### src/rtl/ctrl_pkg.sv
// rtl/ctrl_pkg.sv - shared types and constants for the multi-cycle sequencer
// Contents: seq_state_e, ls_size_e, mcause codes, NOP_INSN, ls_eff_lo helper.
package ctrl_pkg;

    typedef enum logic [2:0] {
        FETCH_REQ  = 3'd0,
        FETCH_WAIT = 3'd1,
        EXEC       = 3'd2,
        MEM_REQ    = 3'd3,
        MEM_WAIT   = 3'd4,
        WB         = 3'd5,
        TRAP       = 3'd6
    } seq_state_e;

    typedef enum logic [1:0] {
        LS_B = 2'd0,
        LS_H = 2'd1,
        LS_W = 2'd2
    } ls_size_e;

    localparam logic [3:0] CAUSE_IMISALIGN = 4'd0;
    localparam logic [3:0] CAUSE_IFAULT    = 4'd1;
    localparam logic [3:0] CAUSE_LMISALIGN = 4'd4;
    localparam logic [3:0] CAUSE_LFAULT    = 4'd5;
    localparam logic [3:0] CAUSE_SMISALIGN = 4'd6;
    localparam logic [3:0] CAUSE_SFAULT    = 4'd7;

    localparam logic [31:0] NOP_INSN = 32'h0000_0013;

    // Low address bits after forcing natural alignment (half: a[0]=0, word: a[1:0]=0).
    function automatic logic [1:0] ls_eff_lo(input logic [1:0] size, input logic [1:0] a);
        logic [1:0] r;
        r = a;
        if (size == LS_H) begin
            r = {a[1], 1'b0};
        end else if (size != LS_B) begin
            r = 2'b00;
        end
        return r;
    endfunction

endpackage

### src/rtl/lsu_align.sv
// rtl/lsu_align.sv - combinational byte-lane alignment for loads and stores
// Ports:
//   ls_size, ls_unsigned : access size (0 byte, 1 half, 2 word) and zero-extend flag
//   addr                 : effective low address bits
//   wdata / wdata_lane   : store source / lane-replicated store data
//   be                   : byte enables
//   rdata / rdata_ext    : raw read word / shifted and extended load data
module lsu_align
    import ctrl_pkg::*;
(
    input  logic [1:0]  ls_size,
    input  logic        ls_unsigned,
    input  logic [1:0]  addr,
    input  logic [31:0] wdata,
    input  logic [31:0] rdata,
    output logic [3:0]  be,
    output logic [31:0] wdata_lane,
    output logic [31:0] rdata_ext
);

    logic [31:0] rdata_sh;

    always_comb begin
        rdata_sh = rdata >> {addr, 3'b000};
        case (ls_size)
            LS_B: begin
                be         = 4'b0001 << addr;
                wdata_lane = {4{wdata[7:0]}};
                rdata_ext  = ls_unsigned ? {24'h0, rdata_sh[7:0]}
                                         : {{24{rdata_sh[7]}}, rdata_sh[7:0]};
            end
            LS_H: begin
                be         = 4'b0011 << addr;
                wdata_lane = {2{wdata[15:0]}};
                rdata_ext  = ls_unsigned ? {16'h0, rdata_sh[15:0]}
                                         : {{16{rdata_sh[15]}}, rdata_sh[15:0]};
            end
            default: begin
                be         = 4'hF;
                wdata_lane = wdata;
                rdata_ext  = rdata_sh;
            end
        endcase
    end

endmodule

### src/rtl/mc_sequencer.sv
// rtl/mc_sequencer.sv - multi-cycle fetch/exec/mem/writeback sequencer over one memory port
// Optional feature macro: MISALIGN_TRAP_EN (misaligned fetch/load/store traps instead of forced alignment).
// Ports:
//   clk, reset                          : clock, asynchronous active-high reset
//   mem_req/addr/we/be/wdata            : bus request side, held until mem_gnt
//   mem_gnt, mem_rvalid, mem_rdata      : bus accept and response
//   ir, pc                              : latched instruction and its address, to decoder
//   pc_next_dec, rd_we_dec, rd_wd_dec   : decoder results for non-memory instructions
//   ls_valid/we/size/unsigned/addr/wdata: decoder load/store description
//   mtvec                               : trap vector
//   rd_we, rd_wd, retire                : register write strobe/data, completion pulse
//   trap, trap_cause, trap_pc           : trap entry pulse with mcause and faulting pc
module mc_sequencer
    import ctrl_pkg::*;
#(
    parameter logic [31:0] RESET_PC = 32'h0000_0000,
    parameter int          WAIT_MAX = 16
) (
    input  logic        clk,
    input  logic        reset,
    output logic        mem_req,
    output logic [31:0] mem_addr,
    output logic        mem_we,
    output logic [3:0]  mem_be,
    output logic [31:0] mem_wdata,
    input  logic        mem_gnt,
    input  logic        mem_rvalid,
    input  logic [31:0] mem_rdata,
    output logic [31:0] ir,
    output logic [31:0] pc,
    input  logic [31:0] pc_next_dec,
    input  logic        rd_we_dec,
    input  logic [31:0] rd_wd_dec,
    input  logic        ls_valid,
    input  logic        ls_we,
    input  logic [1:0]  ls_size,
    input  logic        ls_unsigned,
    input  logic [31:0] ls_addr,
    input  logic [31:0] ls_wdata,
    input  logic [31:0] mtvec,
    output logic        rd_we,
    output logic [31:0] rd_wd,
    output logic        retire,
    output logic        trap,
    output logic [3:0]  trap_cause,
    output logic [31:0] trap_pc
);

    localparam int            TW   = $clog2(WAIT_MAX) + 1;
    localparam logic [TW-1:0] TMAX = TW'(WAIT_MAX - 1);

    seq_state_e    state_q;
    logic [31:0]   pc_q;
    logic [31:0]   ir_q;
    logic [31:0]   data_q;
    logic [TW-1:0] timer_q;
    logic [3:0]    cause_q;

    logic [1:0]  a_lo;
    logic        ls_misalign;
    logic        fetch_misalign;
    logic        timeout;
    logic [3:0]  lsu_be;
    logic [31:0] lsu_wdata;
    logic [31:0] ld_data;

`ifdef MISALIGN_TRAP_EN
    assign a_lo           = ls_addr[1:0];
    assign ls_misalign    = ((ls_size == LS_H) && ls_addr[0]) ||
                            ((ls_size == LS_W) && (ls_addr[1:0] != 2'b00));
    assign fetch_misalign = (pc_q[1:0] != 2'b00);
`else
    assign a_lo           = ls_eff_lo(ls_size, ls_addr[1:0]);
    assign ls_misalign    = 1'b0;
    assign fetch_misalign = 1'b0;
`endif

    // Cycles since the request was first raised; hitting TMAX without rvalid is a bus error.
    assign timeout = (timer_q == TMAX);

    lsu_align u_lsu_align (
        .ls_size     (ls_size),
        .ls_unsigned (ls_unsigned),
        .addr        (a_lo),
        .wdata       (ls_wdata),
        .rdata       (data_q),
        .be          (lsu_be),
        .wdata_lane  (lsu_wdata),
        .rdata_ext   (ld_data)
    );

    always_ff @(posedge clk or posedge reset) begin
        if (reset) begin
            state_q <= FETCH_REQ;
            pc_q    <= RESET_PC;
            ir_q    <= NOP_INSN;
            data_q  <= 32'h0;
            timer_q <= '0;
            cause_q <= 4'h0;
        end else begin
            case (state_q)
                FETCH_REQ: begin
                    if (fetch_misalign) begin
                        cause_q <= CAUSE_IMISALIGN;
                        state_q <= TRAP;
                    end else if (timeout) begin
                        cause_q <= CAUSE_IFAULT;
                        state_q <= TRAP;
                    end else begin
                        timer_q <= timer_q + 1'b1;
                        if (mem_gnt) state_q <= FETCH_WAIT;
                    end
                end
                FETCH_WAIT: begin
                    if (mem_rvalid) begin
                        ir_q    <= mem_rdata;
                        state_q <= EXEC;
                    end else if (timeout) begin
                        cause_q <= CAUSE_IFAULT;
                        state_q <= TRAP;
                    end else begin
                        timer_q <= timer_q + 1'b1;
                    end
                end
                EXEC: begin
                    timer_q <= '0;
                    if (ls_valid) begin
                        if (ls_misalign) begin
                            cause_q <= ls_we ? CAUSE_SMISALIGN : CAUSE_LMISALIGN;
                            state_q <= TRAP;
                        end else begin
                            state_q <= MEM_REQ;
                        end
                    end else begin
                        pc_q    <= pc_next_dec;
                        state_q <= FETCH_REQ;
                    end
                end
                MEM_REQ: begin
                    if (timeout) begin
                        cause_q <= ls_we ? CAUSE_SFAULT : CAUSE_LFAULT;
                        state_q <= TRAP;
                    end else begin
                        timer_q <= timer_q + 1'b1;
                        if (mem_gnt) state_q <= MEM_WAIT;
                    end
                end
                MEM_WAIT: begin
                    if (mem_rvalid) begin
                        if (ls_we) begin
                            pc_q    <= pc_next_dec;
                            timer_q <= '0;
                            state_q <= FETCH_REQ;
                        end else begin
                            data_q  <= mem_rdata;
                            state_q <= WB;
                        end
                    end else if (timeout) begin
                        cause_q <= ls_we ? CAUSE_SFAULT : CAUSE_LFAULT;
                        state_q <= TRAP;
                    end else begin
                        timer_q <= timer_q + 1'b1;
                    end
                end
                WB: begin
                    pc_q    <= pc_next_dec;
                    timer_q <= '0;
                    state_q <= FETCH_REQ;
                end
                TRAP: begin
                    pc_q    <= mtvec;
                    timer_q <= '0;
                    state_q <= FETCH_REQ;
                end
                default: begin
                    timer_q <= '0;
                    state_q <= FETCH_REQ;
                end
            endcase
        end
    end

    // Reset state is FETCH_REQ, so the request is masked while reset is held.
    assign mem_req    = ~reset & (((state_q == FETCH_REQ) & ~fetch_misalign) | (state_q == MEM_REQ));
    assign mem_addr   = (state_q == MEM_REQ) ? {ls_addr[31:2], 2'b00} : {pc_q[31:2], 2'b00};
    assign mem_we     = (state_q == MEM_REQ) & ls_we;
    assign mem_be     = (state_q == MEM_REQ) ? lsu_be : 4'hF;
    assign mem_wdata  = lsu_wdata;

    assign ir         = ir_q;
    assign pc         = pc_q;

    assign retire     = ((state_q == EXEC) & ~ls_valid) |
                        ((state_q == MEM_WAIT) & mem_rvalid & ls_we) |
                        (state_q == WB);
    assign rd_we      = ((state_q == EXEC) & ~ls_valid & rd_we_dec) | (state_q == WB);
    assign rd_wd      = (state_q == WB) ? ld_data : rd_wd_dec;

    assign trap       = (state_q == TRAP);
    assign trap_cause = cause_q;
    assign trap_pc    = pc_q;

endmodule
### config.mk
export PLATFORM = sky130hd
export DESIGN_NAME = mc_sequencer
export DESIGN_NICKNAME = d
export VERILOG_FILES = /design/src/rtl/ctrl_pkg.sv /design/src/rtl/lsu_align.sv /design/src/rtl/mc_sequencer.sv
export SDC_FILE = /design/constraint.sdc
export NUM_CORES = 1
export LEC_CHECK = 0
export ABC_AREA = 1
export CORE_AREA = 2 2 159 161
export CTS_CLUSTER_DIAMETER = 100
export DETAILED_ROUTE_END_ITERATION = 6
export DIE_AREA = 0 0 161 163
export PLACE_DENSITY = 0.74
export SETUP_SLACK_MARGIN = 0.5
export SYNTH_ARGS = -nofsm -noshare
export SYNTH_HDL_FRONTEND = slang
export SYNTH_HIERARCHICAL = 1
export SYNTH_SLANG_ARGS = --single-unit
### constraint.sdc
create_clock -name clk -period 7.7 [get_ports clk]
set_input_delay 0.77 -clock clk [delete_from_list [all_inputs] [get_ports clk]]
set_output_delay 0.77 -clock clk [all_outputs]
set_load 0.005 [all_outputs]
### Word-level counts from Yosys, hierarchy flattened

Index checks and enable logic that the tools add are counted.
W data, S select, Z words.

* shift-type cells: 3
* add/sub/neg operators: 1
* reductions and logical operators: 12
* bitwise gates (word level): 13
* equality and inequality tests: 16
* multiplexer cells: 35

Operator list (number)
* $mux W32: 7
* $pmux W32 S2: 2
* $pmux W32 S4: 1
* $shr A32 B5 Y32: 1
* $mux W3: 8
* $mux W4: 5
* $mux W5: 4
* $pmux W4 S4: 1
* $pmux W3 S5: 1
* $pmux W5 S3: 1
* $ne A2 B2 Y1 const B: 5
* $eq A3 B3 Y1 const B: 3
* $ne A3 B3 Y1 const B: 3
* $mux W2: 4
* $pmux W4 S2: 1
* $reduce_bool A4 Y1: 2
* $and A1 B1 Y1: 6
* $eq A3 B2 Y1 const B: 2
* $reduce_and A2 Y1: 3
* $reduce_and A3 Y1: 2
* $add A5 B1 Y5 const B: 1
* $eq A5 B4 Y1 const B: 1
* $or A1 B1 Y1: 4
* $reduce_and A4 Y1: 1
* other kinds (9): 11

* flip-flop bits (word level): 108
* output and inout port bits: 205

### Logic depth before layout (Yosys ltp)

Gate-level depths: netlist (run 1).

* word-level depth: 7
* mapped depth: 10

### Hierarchy

Netlist (run 1), hierarchy kept.

Modules (own cells, without submodules)
* mc_sequencer: cells an instance 878, times used 1, seq. area each 2681.3 µm², area each 5989.5 µm²
* lsu_align: cells an instance 251, times used 1, seq. area each 0.0 µm², area each 1167.4 µm²

### Worst setup path after synthesis (run 1)

OpenSTA, ideal clock, no wires.

* kind: input port to output port
* from: in ls_size[0]
* to: out rd_wd[31]
* path slack: 5.029 ns
* stages: 9
* arrival time: 1.901 ns
* cell sequence: nor3b_1 -> buf_2 -> nand2_1 -> nand3_1 -> nand3_2 -> buf_4 -> nand3_1 -> nand2_1 -> nand2_1

* word-level cells in the longest chain between the ends: 7
* elaborated cells between the ends (all ways): 10
* those cells by class: eq/ne: 1; shift: 1; mux: 6; reduce/logical: 2

Ends and longest elaborated chain
* start: declaration: RTL line mc_sequencer.sv:36 `input logic [1:0] ls_size,`
* $reduce_bool A2 Y1: RTL line ctrl_pkg.sv:36 `end else if (size != LS_B) begin`
* $mux W2: RTL line ctrl_pkg.sv:36
* $mux W2: RTL line ctrl_pkg.sv:34 `if (size == LS_H) begin`
* $shr A32 B5 Y32: RTL line lsu_align.sv:24 `rdata_sh = rdata >> {addr, 3'b000};`
* $mux W32, on equally long branches: RTL line lsu_align.sv:35, lsu_align.sv:29
* $pmux W32 S2 (*): RTL line lsu_align.sv:25 `case (ls_size)`
* via ld_data[31]: RTL line mc_sequencer.sv:65 `logic [31:0] ld_data;`
* $mux W32 (*): RTL line mc_sequencer.sv:197 `assign rd_wd = (state_q == WB) ? ld_data : rd_wd_dec;`
* end: declaration: RTL line mc_sequencer.sv:42 `output logic [31:0] rd_wd,`

Mark *: on every way through the listed nets, which the timed path passes. The rest lies on a longest branch.

### Final worst setup path (run 1)

* from: in ls_size[1]
* to: out rd_wd[10]

* word-level cells in the longest chain between the ends: 7
* elaborated cells between the ends (all ways): 10
* those cells by class: eq/ne: 1; shift: 1; mux: 6; reduce/logical: 2

Ends and longest elaborated chain
* $reduce_bool A2 Y1: RTL line ctrl_pkg.sv:36
* $mux W2: RTL line ctrl_pkg.sv:36
* $mux W2 (*): RTL line ctrl_pkg.sv:34
* via a_lo[0]: RTL line mc_sequencer.sv:59 `logic [1:0] a_lo;`
* $shr A32 B5 Y32 (*): RTL line lsu_align.sv:24
* $mux W32, on equally long branches: RTL line lsu_align.sv:35, lsu_align.sv:29
* $pmux W32 S2 (*): RTL line lsu_align.sv:25
* via ld_data[10]: RTL line mc_sequencer.sv:65
* $mux W32 (*): RTL line mc_sequencer.sv:197

Marked as above.

==> qor.yml, run 1 <==
timing:
  worst_pin_slew_ns: 0.8019
  setup_violations: 0
  slew_headroom_pct: 46.48
  clock_skew_ns: 0.009448
  maxSlewViolCount: 0
  fmax_mhz: 222.7
  post-route-period-util_pct: 58.31
  min_period_ns: 4.490
  rsz0062_at_grt: "false"
  finalSetupTns_ns: 0
  hold_viol_final: 0
  fin_ws_ns: 3.210
setup_path:
  r2r_cells: 7
  cp-end-kind: "primary output"
  worst_setup_path_start_kind: "input port"
  reg2reg_slack_ns: 5.43
  worstReg2RegStart: "state_q[0]"
  crit_type: "in2out"
  arrival_ns: 3.72
  required_ns: 6.93
  path_max_fanout: 40
  r2r_end: "pc[29]"
yosys:
  netlist_instances: 1129
  ys_seq_elements: 107
  synth_xor_area_share_pct: 0
  synth_largest_area_cell: "dfrtp_1"
  synth_mux_area_share_pct: 0
  ys_warn_count: 6
  ys_seq_area_share_pct: 37.47
  synth_top_area_share_pct: 36.36
  synth_async_sr_flop_share_pct: 100.0
  synth_edf_count: 0
  synth_area_sq_mm: 0.007157
  synth_top_family_by_area: "simple AND/OR/NAND/NOR gates"
  synth_top_flop_cell: "dfrtp_1"
  synthAdderAreaFrac_pct: 0.1748
  yosys.area_share.simple_pct: 45.49
  syn_avg_cell_area_sq_um: 6.339
  synthTopCellsByArea: "dfrtp_1 (36%), nand2_1 (36%), buf_4 (5.8%)"
  yosys.cell_types.count: 33
  synth_compound_area_share_pct: 4.930
cts:
  cts_tree: "done"
  h-tree-depth: 3
  ctsRootBufferMaster: "clkbuf_16"
  ctsLongestPathBuffers: 2
  clk_pin_slew_ns: 0.08
  postCtsSetupBuffers: 0
  insertion_delay_ns: 0.37
  cts_buffers: 9
  ctsHoldBuffers: 0
  clock_sinks: 107
  cts_resized: 0
power:
  share_comb_of_total_power_pct: 55.4
  clock_power_share_pct: 14.1
  p_leak_nw: 5.657
  internal_power_mw: 2.094
  ir_drop_mv: 0.1678
  pwr-share-seq_pct: 30.4
  switchingPower_mw: 1.425
  p_per_area_mw_per_mm2: 310.3
  switching_share_pct: 40.49
place:
  globalplace.congestion: 0.9283
  place_ws_ns: 3.223
  dp_hpwl_mm: 22.96
  io_buffers: 403
global_route:
  grt_pass1_vias: 7938
  grt_pass1_wl_mm: 44.09
  antenna_found_initial: 5
  grt_overflow_total: 0
  grt.total_usage_pct: 21.86
  grt_max_degree: 61
floorplan:
  fp.dieW_um: 161
  num_rows: 58
  coreArea_sq_mm: 0.02467
  initial_core_util_pct: 29.01
  die_h_um: 163
  design.die.area_sq_mm: 0.02624
  io_pins: 407
routing:
  vias: 8321
  ant_nets: 0
  wl_mm: 29.37
  drcViolationCount: 0
  vias_per_cell: 4.649
  dr.first_iter.drc_count: 542
  dr.pass1.iters: 5
  wl_per_cell_um: 16.41
finish:
  nFillCells: 2514
  drive_gt1_share_pct: 4.121
  final_nets: 1654
  area_growth_pct: 58.44
min_path:
  hp-start: "ir[4]"
  hold_class: "reg2reg"
  holdPathEnd: "ir[4]"
  hold_depth: 2
outcome:
  run_status: "finished clean"
flow_run:
  maxCapViolations: 0
worst max-delay path by stage:
stage | from | to | cells past startpoint
finish | ls_size[1] | rd_wd[10] | 12
global route | ls_size[1] | rd_wd[20] | 12
CTS | ls_size[1] | rd_wd[17] | 12
detailed placement | ls_size[1] | rd_wd[17] | 12
global placement | ls_size[1] | rd_wd[8] | 12
floorplan | reset | data_q[0] | 1
critical path, stage by stage:
cell	delay [ns]
clkdlybuf4s50_1	0.45
buf_4	0.25
nor3b_2	0.07
buf_4	0.23
inv_2	0.45
nand2_1	0.14
nand3_1	0.13
nand3_2	0.35
nand2_1	0.22
nand2_1	0.07
nand2_1	0.08
clkdlybuf4s50_1	0.49
power groups by stage:
stage / logic, mW / registers, mW / clock network [mW]
5_1_grt: 2.16 / 1.10 / 0.534
3_5_place_dp: 1.96 / 1.08 / 0
3_3_place_gp: 1.94 / 1.07 / 0
2_1_floorplan: 1.01 / 1.00 / 0
6_report: 1.95 / 1.07 / 0.497
4_1_cts: 1.98 / 1.07 / 0.511
synthesized netlist by cell type (5+ instances only):
master,count
nand2_1,683
dfrtp_1,104
nand3_1,78
buf_4,55
buf_2,36
inv_1,30
o21ai_0,27
nor2_1,25
a21oi_1,21
inv_2,11
o211ai_1,9
clkbuf_1,8
nor2_2,5
state kept, by name, indices dropped and copies added, names as in the netlist:
name / flops
data_q: 32
ir: 32
pc: 32
timer_q: 5
state_q: 3
trap_cause: 3
per-stage QoR:
step / power [mW] / utilization, % / hold WS, ns / std cells / cell area (sq um)
after floorplan: 2.018 / - / 0.4488 / 1131 / 7164
final: 3.519 / 45.96 / 0.4731 / 1790 / 11340
after global routing: 3.802 / 45.96 / 0.4936 / 1790 / 11340
after global placement: 3.008 / 44.60 / 0.4555 / 1770 / 11010
after CTS: 3.559 / 45.92 / 0.4774 / 1786 / 11330
after detailed placement: 3.041 / 44.60 / 0.4624 / 1770 / 11010
area by class of cell:
cell class | instances | area, sq um | share of cell area [%]
timing repair buffer | 413 | 4109 | 36.24
multi-input combinational | 878 | 3637 | 32.08
sequential | 107 | 2681 | 23.65
tap | 330 | 412.9 | 3.641
clock buffer | 9 | 225.2 | 1.986
inverter | 42 | 165.2 | 1.456
clock inverter | 7 | 98.84 | 0.8717
antenna | 4 | 10.01 | 0.08827
layer usage:
layer	track usage [%]	vias up	share of wire [%]
li1	-	4086	-
met1	24.06	3773	38
met2	40.30	407	51
met3	4.915	55	7.3
met4	9.537	0	3.9
met5	0	-	0
placed cells by master (no fill, tap or decap), types with 2 or more instances in the layout:
cell | netlist | final
inv_1 | 30 | 29
clkbuf_16 | 0 | 9
clkinv_8 | 0 | 3
o211ai_1 | 9 | 9
dfstp_2 | 3 | 3
nor2_1 | 25 | 25
nand4_1 | 3 | 3
conb_1 | 1 | 3
o21ai_1 | 3 | 3
nand2_4 | 3 | 3
or2_1 | 4 | 4
nand2_1 | 683 | 683
nor2_4 | 2 | 2
nand3_2 | 3 | 3
o21ai_0 | 27 | 27
nor2_2 | 5 | 5
dfrtp_1 | 104 | 104
nand3_1 | 78 | 78
inv_2 | 11 | 11
inv_12 | 0 | 2
inv_6 | 0 | 2
clkdlybuf4s50_1 | 0 | 403
diode_2 | 0 | 4
buf_4 | 55 | 10
a21oi_1 | 21 | 21
kinds of logic (layout without fill, tap and decap cells):
group,after synthesis,in the layout
AOI/OAI and AO/OA,63,63
adders and majority gates,1,1
buffers and inverters,146,471
DFF,107,107
other,1,7
and+or+nand+nor,811,811
Note: power is estimated with default switching activity, not from simulation.
==> run 2, diff against run 1 <==
CORE_AREA = 2 2 160 162   (was 2 2 159 161)
DIE_AREA = 0 0 162 164   (was 0 0 161 163)
PLACE_DENSITY = 0.76   (was 0.74)
clock period = 3.9 ns   (was 7.7 ns; I/O delays follow)
==> run 2 against run 1 <==
Cell area increased by 0.32%; clock skew increased by 0.0037 ns; final cell count unchanged; combinational power increased by 99%; highest routed layer unchanged.
==> qor.yml, run 2 (synthesized netlist as in run 1, its figures left out) <==
cts:
  insertion_delay_ns: 0.36  # about the same
  ctsRootBufferMaster: "clkbuf_16"
  ctsLongestPathBuffers: 2  # unchanged
  postCtsSetupBuffers: 0  # unchanged
  clk_pin_slew_ns: 0.08  # about the same
  cts_tree: "done"
  ctsHoldBuffers: 0  # unchanged
  cts_buffers: 9  # unchanged
  clock_sinks: 107  # unchanged
  h-tree-depth: 3  # unchanged
setup_path:
  r2r_cells: 6  # -1
  required_ns: 3.51  # -3.42 ns
  worstReg2RegStart: "state_q[2]"
  arrival_ns: 2.84  # -0.88 ns
  slowest_delay_ns: 0.60  # +0.11 ns
  crit_chain: "clkdlybuf4s50_1, buf_4, clkinv_4, nand2_4, inv_1, nor2_1, o21ai_0, or2_1, clkdlybuf4s50_1"
  worst_setup_path_start_kind: "input port"
  path_common_cell: "clkdlybuf4s50_1"
  reg2reg_slack_ns: 1.71  # -3.72 ns
  crit_type: "in2out"
  cp-end-kind: "primary output"
  path_max_fanout: 18  # -55%
  crit_start: "ls_size[1]"
  cpMaxStageDelayCell: "clkdlybuf4s50_1"
finish:
  stdcell_area_sq_mm: 0.01138  # +0.32%
  stdcell_count: 1790  # unchanged
  final_nets: 1657  # +0.18%
  area_growth_pct: 58.95
  final_cell_mix: "nand2_1 (683), clkdlybuf4s50_1 (403), dfrtp_1 (104)"
  mostFrequentLayoutCell: "nand2_1"
  drive_gt1_share_pct: 4.387  # +0.27 points
power:
  p_per_area_mw_per_mm2: 608.0  # +96%
  switching_share_pct: 40.36  # -0.13 points
  internal_power_mw: 4.125  # +97%
  share_comb_of_total_power_pct: 56.0  # +0.6 points
  ir_drop_mv: 0.3344  # +99%
  p_leak_nw: 5.669  # +0.23%
  pwr-share-seq_pct: 30.4  # about the same
  clock_power_share_pct: 13.6  # -0.5 points
  switchingPower_mw: 2.791  # +96%
min_path:
  hp-start: "trap_cause[0]"
  hold_depth: 1  # -1
  hold_class: "reg2reg"
timing:
  clock_skew_ns: 0.01311  # +0.003664 ns
  setup_violations: 0  # unchanged
  worst_pin_slew_ns: 1.068  # +0.2662 ns
  fmax_mhz: 310.0
  finalSetupTns_ns: 0  # unchanged
  slew_headroom_pct: 28.71  # -18 points
  maxSlewViolCount: 0  # unchanged
  rsz0062_at_grt: "true"
  post-route-period-util_pct: 82.72
  min_period_ns: 3.226
  hold_viol_final: 0  # unchanged
routing:
  dr.pass1.iters: 5  # unchanged
  drcViolationCount: 0  # unchanged
  vias: 8288  # -0.40%
  vias_per_cell: 4.630  # -0.40%
  ant_nets: 0  # unchanged
  wl_mm: 29.43  # +0.21%
  dr.first_iter.drc_count: 489  # -9.8%
  wl_per_cell_um: 16.44  # +0.21%
floorplan:
  design.die.area_sq_mm: 0.02657  # +1.2%
  num_rows: 58  # unchanged
  initial_core_util_pct: 28.84  # -0.17 points
  io_pins: 407  # unchanged
  die_h_um: 164  # +0.61%
  fp.dieW_um: 162  # +0.62%
  coreArea_sq_mm: 0.02482  # +0.59%
global_route:
  grt_pass1_vias: 8101  # +2.1%
  grt.total_usage_pct: 21.54  # -0.31 points
  grt_pass1_wl_mm: 44.41  # +0.72%
  grt_overflow_total: 0  # unchanged
  antenna_found_initial: 0  # -5
  grt_max_degree: 61  # unchanged
place:
  dp_hpwl_mm: 23.28  # +1.4%
  place_area_sq_mm: 0.01104  # +0.34%
  io_buffers: 403  # unchanged
  dp.cells: 1773  # +0.17%
  globalplace.congestion: 0.9646  # +3.9%
outcome:
  run_status: "finished clean"
flow_run:
  maxCapViolations: 0  # unchanged
==> run 2: area by class of cell <==
cell class / instances / area [sq um]
diodes: 1 / 2.502
clock buffers: 9 / 225.2
clock inverters: 7 / 82.58
fillers: 2520 / 13440
inverters: 42 / 165.2
multi-input cells: 878 / 3659
flip-flops and latches: 107 / 2681
well taps: 330 / 412.9
repair buffers: 416 / 4148
==> run 2: worst max-delay path, delay by kind of cell <==
| kind | cells | cell delay (ns) |
|---|---|---|
| and+or+nand+nor | 3 | 0.59 |
| buffers and inverters | 5 | 1.65 |
| AOI/OAI and AO/OA | 1 | 0.17 |
==> run 2: worst paths after layout <==
check	endpoint
worst max register to register	ir[31]
worst min register to register	trap_cause[0]
worst max-delay path	mem_be[1]
worst min-delay path	trap_cause[0]
max in group asynchronous	ir[1]
min in group asynchronous	trap_cause[2]
==> run 2: repair_timing <==
action / in CTS / in global routing
gates cloned: 0 / 0
setup endpoints to repair: 23 / 24
resized for setup: 2 / 2
==> run 2: power groups by stage <==
stage               clock network, mW  logic [mW]  registers, mW
global route                     1.00        4.29           2.17
floorplan                           0        2.00           1.98
finish                          0.939        3.88           2.10
CTS                             0.959        3.93           2.10
global placement                    0        3.84           2.10
detailed placement                  0        3.90           2.12
==> run 2: layer usage <==
layer	GRT usage (%)	routed length, um
met1	23.45	10950
met2	40.66	15350
met3	4.545	2246
met4	8.568	892
met5	0	0
==> run 2: stage by stage <==
| stage | util, % | setup WS, ns | hold slack, ns | total power [mW] |
|---|---|---|---|---|
| floorplan | - | 0.6977 | 0.4488 | 3.983 |
| global placement | 44.49 | 0.5150 | 0.4561 | 5.946 |
| detailed placement | 44.49 | 0.4268 | 0.4564 | 6.018 |
| CTS | 45.79 | 0.6278 | 0.4800 | 6.995 |
| global route | 45.83 | 0.4964 | 0.4872 | 7.466 |
| finish | 45.84 | 0.6740 | 0.4755 | 6.916 |
